<file path="config.mk">
export PLATFORM = sky130hd
export DESIGN_NAME = instr_sequencer_flat
export DESIGN_NICKNAME = d
export VERILOG_FILES = /design/src/rtl/instr_sequencer_if.sv /design/src/rtl/instr_sequencer.sv /design/src/flat_wrapper.sv
export SDC_FILE = /design/constraint.sdc
export NUM_CORES = 1
export LEC_CHECK = 0
export BUFFER_PORTS_ARGS = -buffer_cell sky130_fd_sc_hd__buf_2
export CORE_MARGIN = 2
export CORE_UTILIZATION = 50
export DETAILED_ROUTE_END_ITERATION = 6
export GPL_ROUTABILITY_DRIVEN = 0
export PLACE_DENSITY_LB_ADDON = 0.08
export SLEW_MARGIN = 20
export SYNTH_ARGS = -nofsm -noshare
export SYNTH_HDL_FRONTEND = slang
export SYNTH_SLANG_ARGS = --single-unit
</file>
<file path="constraint.sdc">
create_clock -name clk -period 2.9 [get_ports clk]
set_input_delay 0.58 -clock clk [delete_from_list [all_inputs] [get_ports clk]]
set_output_delay 0.58 -clock clk [all_outputs]
set_load 0.1 [all_outputs]
</file>
<file path="src/rtl/instr_sequencer_if.sv">
`default_nettype none
// +-----------------------------------------------------------------------------+
// | Module      : instr_sequencer_if                                            |
// | Description : Host write port and CPU Run/Rx/Ry/Fun/Data/Done handshake.    |
// | Revision    : 1.0 - initial release                                         |
// +-----------------------------------------------------------------------------+
interface instr_sequencer_if;
  logic        wr_valid;
  logic [13:0] wr_instr;
  logic        wr_ready;
  logic        Run;
  logic [1:0]  Rx;
  logic [1:0]  Ry;
  logic [1:0]  Fun;
  logic [7:0]  Data;
  logic        Done;

  // master: the host writing words plus the CPU answering with Done
  modport master (
    output wr_valid, wr_instr, Done,
    input  wr_ready, Run, Rx, Ry, Fun, Data
  );

  modport slave (
    input  wr_valid, wr_instr, Done,
    output wr_ready, Run, Rx, Ry, Fun, Data
  );
endinterface
`default_nettype wire

</file>
<file path="src/rtl/instr_sequencer.sv">
`default_nettype none
// +-----------------------------------------------------------------------------+
// | Module      : instr_sequencer                                               |
// | Description : FIFO-buffered instruction issuer for the 8-bit bus CPU, with  |
// |               Done handshake, completion counter and sticky timeout flag.   |
// | Revision    : 1.0 - initial release                                         |
// +-----------------------------------------------------------------------------+
module instr_sequencer #(
  parameter int DEPTH   = 4,
  parameter int TIMEOUT = 64
) (
  input  wire logic                   clk,
  input  wire logic                   reset,
  input  wire logic                   enable,
  input  wire logic                   clear_err,
  instr_sequencer_if.slave            bus,
  output logic                        busy,
  output logic [$clog2(DEPTH):0]      fifo_count,
  output logic [7:0]                  done_count,
  output logic                        timeout_err
);

  localparam int PTR_W = $clog2(DEPTH);
  localparam int CNT_W = PTR_W + 1;
  localparam int TMR_W = $clog2(TIMEOUT);

  typedef enum logic [1:0] {
    S_IDLE    = 2'd0,
    S_ISSUE   = 2'd1,
    S_WAIT    = 2'd2,
    S_RELEASE = 2'd3
  } state_t;

  state_t             state_q,    state_d;
  logic [PTR_W-1:0]   wr_ptr_q,   wr_ptr_d;
  logic [PTR_W-1:0]   rd_ptr_q,   rd_ptr_d;
  logic [CNT_W-1:0]   count_q,    count_d;
  logic [13:0]        mem_q [DEPTH];
  logic [13:0]        mem_d [DEPTH];
  logic [13:0]        instr_q,    instr_d;
  logic [TMR_W-1:0]   timer_q,    timer_d;
  logic [7:0]         done_cnt_q, done_cnt_d;
  logic               err_q,      err_d;

  logic               ready;
  logic               push;
  logic               pop;
  logic               timeout_hit;

  // ---------------------------------------------------------------------------
  // FIFO
  // ---------------------------------------------------------------------------
  always_comb begin
    ready = (count_q < CNT_W'(DEPTH));
    push  = bus.wr_valid && ready;
    // Done still high in IDLE belongs to the previous instruction; wait it out.
    pop   = (state_q == S_IDLE) && enable && (count_q != '0) && !bus.Done;
  end

  always_comb begin
    mem_d    = mem_q;
    wr_ptr_d = wr_ptr_q;
    rd_ptr_d = rd_ptr_q;
    count_d  = count_q;
    if (push) begin
      mem_d[wr_ptr_q] = bus.wr_instr;
      wr_ptr_d        = wr_ptr_q + PTR_W'(1);
    end
    if (pop) begin
      rd_ptr_d = rd_ptr_q + PTR_W'(1);
    end
    case ({push, pop})
      2'b10:   count_d = count_q + CNT_W'(1);
      2'b01:   count_d = count_q - CNT_W'(1);
      default: count_d = count_q;
    endcase
  end

  // ---------------------------------------------------------------------------
  // Issue FSM
  // ---------------------------------------------------------------------------
  always_comb begin
    state_d     = state_q;
    timer_d     = timer_q;
    instr_d     = instr_q;
    done_cnt_d  = done_cnt_q;
    err_d       = err_q;
    timeout_hit = 1'b0;

    case (state_q)
      S_IDLE: begin
        if (pop) begin
          instr_d = mem_q[rd_ptr_q];
          state_d = S_ISSUE;
        end
      end
      S_ISSUE: begin
        timer_d = '0;
        state_d = S_WAIT;
      end
      S_WAIT: begin
        if (bus.Done) begin
          done_cnt_d = done_cnt_q + 8'd1;
          state_d    = S_RELEASE;
        end else begin
          timer_d = timer_q + TMR_W'(1);
          // Incremented timer reaching TIMEOUT-1 aborts the instruction.
          if (timer_q == TMR_W'(TIMEOUT - 2)) begin
            timeout_hit = 1'b1;
            state_d     = S_RELEASE;
          end
        end
      end
      S_RELEASE: begin
        if (!bus.Done) begin
          state_d = S_IDLE;
        end
      end
      default: state_d = S_IDLE;
    endcase

    if (clear_err) begin
      err_d = 1'b0;
    end
    if (timeout_hit) begin
      err_d = 1'b1;
    end
  end

  // ---------------------------------------------------------------------------
  // Registers
  // ---------------------------------------------------------------------------
  always_ff @(posedge clk) begin
    if (reset) begin
      state_q    <= S_IDLE;
      wr_ptr_q   <= '0;
      rd_ptr_q   <= '0;
      count_q    <= '0;
      instr_q    <= '0;
      timer_q    <= '0;
      done_cnt_q <= '0;
      err_q      <= 1'b0;
    end else begin
      state_q    <= state_d;
      wr_ptr_q   <= wr_ptr_d;
      rd_ptr_q   <= rd_ptr_d;
      count_q    <= count_d;
      instr_q    <= instr_d;
      timer_q    <= timer_d;
      done_cnt_q <= done_cnt_d;
      err_q      <= err_d;
    end
  end

  // Storage needs no reset: entries are only read after being written.
  always_ff @(posedge clk) begin
    mem_q <= mem_d;
  end

  // ---------------------------------------------------------------------------
  // Outputs
  // ---------------------------------------------------------------------------
  assign bus.wr_ready = ready;
  assign bus.Run      = (state_q == S_ISSUE);
  assign bus.Fun      = instr_q[13:12];
  assign bus.Rx       = instr_q[11:10];
  assign bus.Ry       = instr_q[9:8];
  assign bus.Data     = instr_q[7:0];
  assign busy         = (state_q != S_IDLE);
  assign fifo_count   = count_q;
  assign done_count   = done_cnt_q;
  assign timeout_err  = err_q;

endmodule
`default_nettype wire
</file>
<file path="src/flat_wrapper.sv">
// flat-port wrapper written by rule: the top's interface ports become plain ports
module instr_sequencer_flat 
#(
  parameter int DEPTH   = 4,
  parameter int TIMEOUT = 64
)
  (clk, reset, enable, clear_err, busy, fifo_count, done_count, timeout_err, bus_wr_valid, bus_wr_instr, bus_Done, bus_wr_ready, bus_Run, bus_Rx, bus_Ry, bus_Fun, bus_Data);
  instr_sequencer_if bus_i ();
  input  wire logic clk;
  input  wire logic reset;
  input  wire logic enable;
  input  wire logic clear_err;
  output logic busy;
  output logic [$clog2(DEPTH):0] fifo_count;
  output logic [7:0] done_count;
  output logic timeout_err;
  input wire logic [$bits(bus_i.wr_valid)-1:0] bus_wr_valid;
  input wire logic [$bits(bus_i.wr_instr)-1:0] bus_wr_instr;
  input wire logic [$bits(bus_i.Done)-1:0] bus_Done;
  output wire logic [$bits(bus_i.wr_ready)-1:0] bus_wr_ready;
  output wire logic [$bits(bus_i.Run)-1:0] bus_Run;
  output wire logic [$bits(bus_i.Rx)-1:0] bus_Rx;
  output wire logic [$bits(bus_i.Ry)-1:0] bus_Ry;
  output wire logic [$bits(bus_i.Fun)-1:0] bus_Fun;
  output wire logic [$bits(bus_i.Data)-1:0] bus_Data;
  assign bus_i.wr_valid = bus_wr_valid;
  assign bus_i.wr_instr = bus_wr_instr;
  assign bus_i.Done = bus_Done;
  assign bus_wr_ready = bus_i.wr_ready;
  assign bus_Run = bus_i.Run;
  assign bus_Rx = bus_i.Rx;
  assign bus_Ry = bus_i.Ry;
  assign bus_Fun = bus_i.Fun;
  assign bus_Data = bus_i.Data;
  instr_sequencer #(.DEPTH(DEPTH), .TIMEOUT(TIMEOUT)) u_core (.clk(clk), .reset(reset), .enable(enable), .clear_err(clear_err), .bus(bus_i), .busy(busy), .fifo_count(fifo_count), .done_count(done_count), .timeout_err(timeout_err));
endmodule
</file>
## Word level (Yosys, flattened, before mapping)

Cells that the tools add are included.

- Flip-flop bits (word level): 94
- Memories kept: 0
- Output and inout bits: 29
- Memory bits (writable): 0
- Latch bits: 0
- Memory bits (read-only): 0

- Add/subtract/negate cells: 6
- Bitwise logic cells: 2
- Shift operators: 0
- $lt $le $gt $ge: 4
- Eq/ne operators: 10
- Divide/modulo/power cells: 0
- Reduce and logical (&&, ||, !) cells: 16
- Multiply operators: 0
- Mux-type cells: 19

Operators with widths:

| cell | count |
|---|---|
| $bwmux 56 | 1 |
| $mux 14 | 3 |
| $bmux 14 s2 | 1 |
| $demux 14 s2 | 1 |
| $pmux 6 s2 | 1 |
| $add 8x1->8 const B | 1 |
| $mux 2 | 4 |
| $pmux 2 s4 | 1 |
| $reduce_bool 2->1 | 4 |
| $add 6x1->6 const B | 1 |
| $eq 2x2->1 const B | 3 |
| $eq 6x6->1 const B | 1 |
| $ge 3x3->1 const B | 2 |
| $mux 6 | 1 |
| $not 2->3 | 2 |
| $pmux 3 s2 | 1 |
| $reduce_and 2->1 | 3 |
| $logic_and 1x1->1 | 5 |
| $mux 1 | 5 |
| $add 2x1->2 const B | 2 |
| $eq 2x1->1 const B | 2 |
| $ne 2x2->1 const B | 2 |
| $add 3x1->3 const B | 1 |
| $lt 3x1->1 const B | 1 |
| other kinds (8) | 8 |

## Longest topological paths before layout

- Depth after elaboration: 6
- Gate-level depth with buffers: 11
- Gate-level depth less buffers: 10

## Least setup slack after synthesis

Ideal clock, no wire load.

- Path kind: reg2reg
- Start point: reg u_core.count_q[2] (netlist: u_core.fifo_count[2])
- End point: reg u_core.count_q[2] (netlist: u_core.fifo_count[2])
- Period minus slack after synthesis: 2.882 ns
- Path slack: 0.018 ns
- Stages on the path, launching flop included: 11
- Setup time: 0.071 ns
- Required time: 2.829 ns
- Buffers on the path: 1
- Data arrival time: 2.812 ns
- Cells stage by stage: dfxtp_1 > or3_4 > nand3_2 > inv_2 > buf_6 > ha_1 > inv_1 > fa_1 > xor2_1 > or3_1 > a21oi_1

- Cells in the longest elaborated chain, start to end: 5

RTL lines:

| element | RTL line | RTL |
|---|---|---|
| start: declaration | instr_sequencer.sv:37 | `logic [CNT_W-1:0] count_q, count_d;` |
| start signal: assignment | instr_sequencer.sv:147 | `count_q <= count_d;` |
| $reduce_bool 3->1 (*) | instr_sequencer.sv:57 | `pop = (state_q == S_IDLE) && enable && (count_q != '0) && !bus.Done;` |
| $logic_and 1x1->1 (*) (2 in series) | instr_sequencer.sv:57 |  |
| via u_core.pop | instr_sequencer.sv:47 | `logic pop;` |
| $eq 2x1->1 / $eq 2x2->1 (equally long branches) | instr_sequencer.sv:72 | `case ({push, pop})` |
| $pmux 3 s2 / $reduce_bool 2->1 (equally long branches) | -- |  |

Mark *: on every way through the listed nets, which the timed path passes. The rest lies on a longest branch.
A chain may end at the register's enable or synchronous reset.

## Final worst setup path

- Start point: reg u_core.state_q[0]
- End point: reg u_core.count_q[2] (netlist: u_core.fifo_count[2])

- Cells in the longest elaborated chain, start to end: 6

RTL lines:

| element | RTL line | RTL |
|---|---|---|
| start: declaration | instr_sequencer.sv:34 | `state_t state_q, state_d;` |
| start signal: assignment | instr_sequencer.sv:144 | `state_q <= state_d;` |
| $logic_not 2->1 (*) | instr_sequencer.sv:57 |  |
| $logic_and 1x1->1 (*) (3 in series) | instr_sequencer.sv:57 |  |
| $eq 2x1->1 / $eq 2x2->1 (equally long branches) | instr_sequencer.sv:72 |  |
| $pmux 3 s2 / $reduce_bool 2->1 (equally long branches) | -- |  |

Mark *: on every way between the ends. The rest lies on a longest branch, timed or not.

==> flow_summary.ini <==
[route]
drtIter0Drc = 82
vias_per_cell = 5.07
wl_per_cell_um = 14.9
drt_first_pass_iters = 4
routed_wirelength_mm = 6.57
drc = 0
postRouteAntennaNets = 0
vias = 2235

[cts]
cts_max_path_buffers = 2
cts_hold_buf = 0
cts_tree = yes
htree_levels = 3
cts_buffers = 9
root_buffer = clkbuf_8
post_cts_resized = 0
clk_pin_slew_worst_paths_ps = 100
clkLatencyLatePin_ps = 360
clock_sinks = 94
post-cts-setup-buffers = 0

[global_routing]
grt_pass1_wl_mm = 10.8
grt_start_max_net_pins = 39
grt_remaining_overflow = 0
grt_pass1_vias = 2242
grt_antenna_before_repair = 0
gr-usage-met1_pct = 21.3
grt_usage_pct = 16.8
grt_util_met2_pct = 28.1
use_met3_pct = 3.65
top_usage_layer = met2

[floorplan]
ioPinCount = 49
rows = 31
die_w_um = 91.4
core_mm2 = 0.00733
start_util_pct = 52.1
fp.dieArea_mm2 = 0.00835
fp.dieH_um = 91.4

[setup_path]
end_kind = register
crit_path_cell_trace = inv_1 -> ha_1 -> nand3_2 -> inv_2 -> ha_1 -> inv_1 -> fa_1 -> xor2_1 -> or3_1 -> a21oi_1
worst-path-max-fanout = 5
critPathMaxStageDelay_ps = 370
cp_slowest_cell = fa_1
cp.buffers_inverters = 3
worstSetupPathType = reg2reg
crit_required_ps = 3190
arrival_ps = 2490
rrSetupSlack_ps = 700
cp-start-kind = register
cp_top_family = adder cells

[logic_synthesis]
synth-seq-cells = 94
yosysWarnings = 0
yosysUniqueCellTypes = 33
synth_cells = 282
seq_area_frac_synth_pct = 64.0
synth_area_mm2 = 0.00382
synth_fp_nets = 316
synth.avg_cell_area_um2 = 13.5

[sta]
skew_ps = 15.9
hold_violations = 0
fmax_mhz = 454
drv_slew = 0
setup-violations-final = 0
rsz0062_at_grt = false
worstMarginPinSlew_ps = 726
period_share_pct = 75.9
slew_headroom_pct = 51.6
period_minus_slack_ps = 2200
tns_ps = 0

[place]
dp.cells = 425
dpl-instance-area_mm2 = 0.00416
dp_hpwl_mm = 4.31
port_buffers = 48

[layout]
layout-drive-gt1-share_pct = 24.3
nNetsFinal = 371
utilization_pct = 59.4
syn_to_final_growth_pct = 14.2
stdcell_area_mm2 = 0.00436
diodes = 0
fillers = 615
stdcell_count = 441

[job]
cap_violations = 0

[worst_hold_path]
hold_path.class = in2reg

[power_and_ir_drop]
power.leakage_nw = 1.62
p_int_mw = 2.11
clock_power_share_pct = 25.1
combPwrFrac_pct = 27.0
power_density_mw_per_mm2 = 766
p_sw_share_pct = 36.7
ir_worst_vdd_uv = 354
power_frac_seq_pct = 47.9
netSwitchingPower_mw = 1.22

[run_status]
status = finished clean
-- worst register-to-register path, cell delays in order, from the launching register on --
cell and delay [ps]:
dfxtp_1 350, inv_1 120, ha_1 270, nand3_2 120, inv_2 80, ha_1 180, inv_1 60, fa_1 370
xor2_1 160, or3_1 310, a21oi_1 130
-- cells by family after synthesis --
family / Yosys count / synth area share, %
AO/OA/AOI/OAI: 29 / 4.23
multiplexers: 16 / 9.28
AND/OR/NAND/NOR: 90 / 11.0
flip-flops: 94 / 64.0
adder cells (fa/ha/maj): 14 / 4.79
XOR/XNOR: 15 / 3.44
buffers and inverters: 24 / 3.21
-- path summary, 6_finish.rpt --
kind | cells past startpoint | endpoint | startpoint
worst min register to register | 2 | u_core.instr_q[2]$_SDFFE_PP0P_ | u_core.instr_q[2]$_SDFFE_PP0P_
worst min-delay path | 1 | u_core.mem_q[8]$_DFFE_PP_ | bus_wr_instr[8]
worst max-delay path | 10 | u_core.fifo_count[2]$_SDFFE_PP0P_ | u_core.state_q[0]$_SDFFE_PP0P_
worst max register to register | 10 | u_core.fifo_count[2]$_SDFFE_PP0P_ | u_core.state_q[0]$_SDFFE_PP0P_
-- power by group through the flow --
stage / registers (mW) / clock network, mW / logic, mW
3_5_place_dp: 1.63 / 0 / 0.904
5_1_grt: 1.61 / 0.925 / 0.964
3_3_place_gp: 1.62 / 0 / 0.901
6_report: 1.60 / 0.838 / 0.900
2_1_floorplan: 1.86 / 0 / 0.517
4_1_cts: 1.60 / 0.869 / 0.906
-- cell type report --
type / count / area, um^2 / area share [%]
timing repair buffer: 55 / 293 / 6.72
multi-input combinational: 164 / 1250 / 28.7
clock inverter: 7 / 73.8 / 1.69
sequential: 94 / 2440 / 56.1
inverter: 13 / 48.8 / 1.12
clock buffer: 9 / 124 / 2.84
tap: 99 / 124 / 2.84
-- per-layer routing --
layer	share of wire, %	wire (um)
met5	0	0
met4	0.97	64
met3	3.2	207
met2	50	3250
met1	46	3040
-- Yosys cell counts (all sizes together) --
| master | count | area [um^2] |
|---|---|---|
| nand4 | 6 | 37.5 |
| and3 | 2 | 12.5 |
| mux2i | 2 | 20.0 |
| xnor2 | 6 | 52.6 |
| edfxtp | 56 | 1680 |
| xor2 | 9 | 78.8 |
| nor2 | 24 | 90.1 |
| nor3 | 5 | 25.0 |
| o32a | 1 | 10.0 |
| o31ai | 1 | 7.51 |
| a21oi | 22 | 110 |
| o21ai | 3 | 15.0 |
| nor2b | 4 | 25.0 |
| nand2b | 4 | 25.0 |
| nand2 | 32 | 120 |
| inv | 13 | 48.8 |
| clkbuf | 5 | 18.8 |
| and2 | 6 | 37.5 |
| fa | 1 | 20.0 |
| dfxtp | 38 | 761 |
| mux4 | 14 | 334 |
| or3 | 2 | 17.5 |
| buf | 6 | 55.1 |
| nand3 | 4 | 25.0 |
| a21o | 1 | 7.51 |
| ha | 13 | 163 |
| a2111o | 1 | 11.3 |
| nor4 | 1 | 6.26 |
-- state kept, by name (all words and copies together) (netlist names) --
register,cells
u_core.mem_q,56
u_core.instr_q,14
u_core.done_count,8
u_core.timer_q,6
u_core.fifo_count,3
u_core.rd_ptr_q,2
u_core.state_q,2
u_core.wr_ptr_q,2
u_core.timeout_err,1
-- layout by cell type (no fill, tap or decap), types with 3 or more instances in the layout --
cell type / count
edfxtp_1: 56
buf_2: 48
dfxtp_1: 38
nand2_1: 32
nor2_1: 24
a21oi_1: 22
ha_1: 13
inv_1: 12
xor2_1: 9
mux4_2: 9
clkbuf_8: 9
buf_4: 7
and2_1: 6
nand4_1: 6
xnor2_1: 6
nor3_1: 5
mux4_1: 5
nor2b_1: 4
nand2b_1: 4
nand3_1: 3
o21ai_0: 3
-- stage by stage --
| stage | hold slack, ps | total power, mW | setup WS, ps |
|---|---|---|---|
| after global placement | 439 | 2.53 | 529 |
| final | 428 | 3.34 | 698 |
| after detailed placement | 444 | 2.54 | 457 |
| after global routing | 417 | 3.50 | 528 |
| after CTS | 414 | 3.37 | 682 |
| after floorplan | 482 | 2.37 | 17.5 |
(Power assumes the default switching activity.)
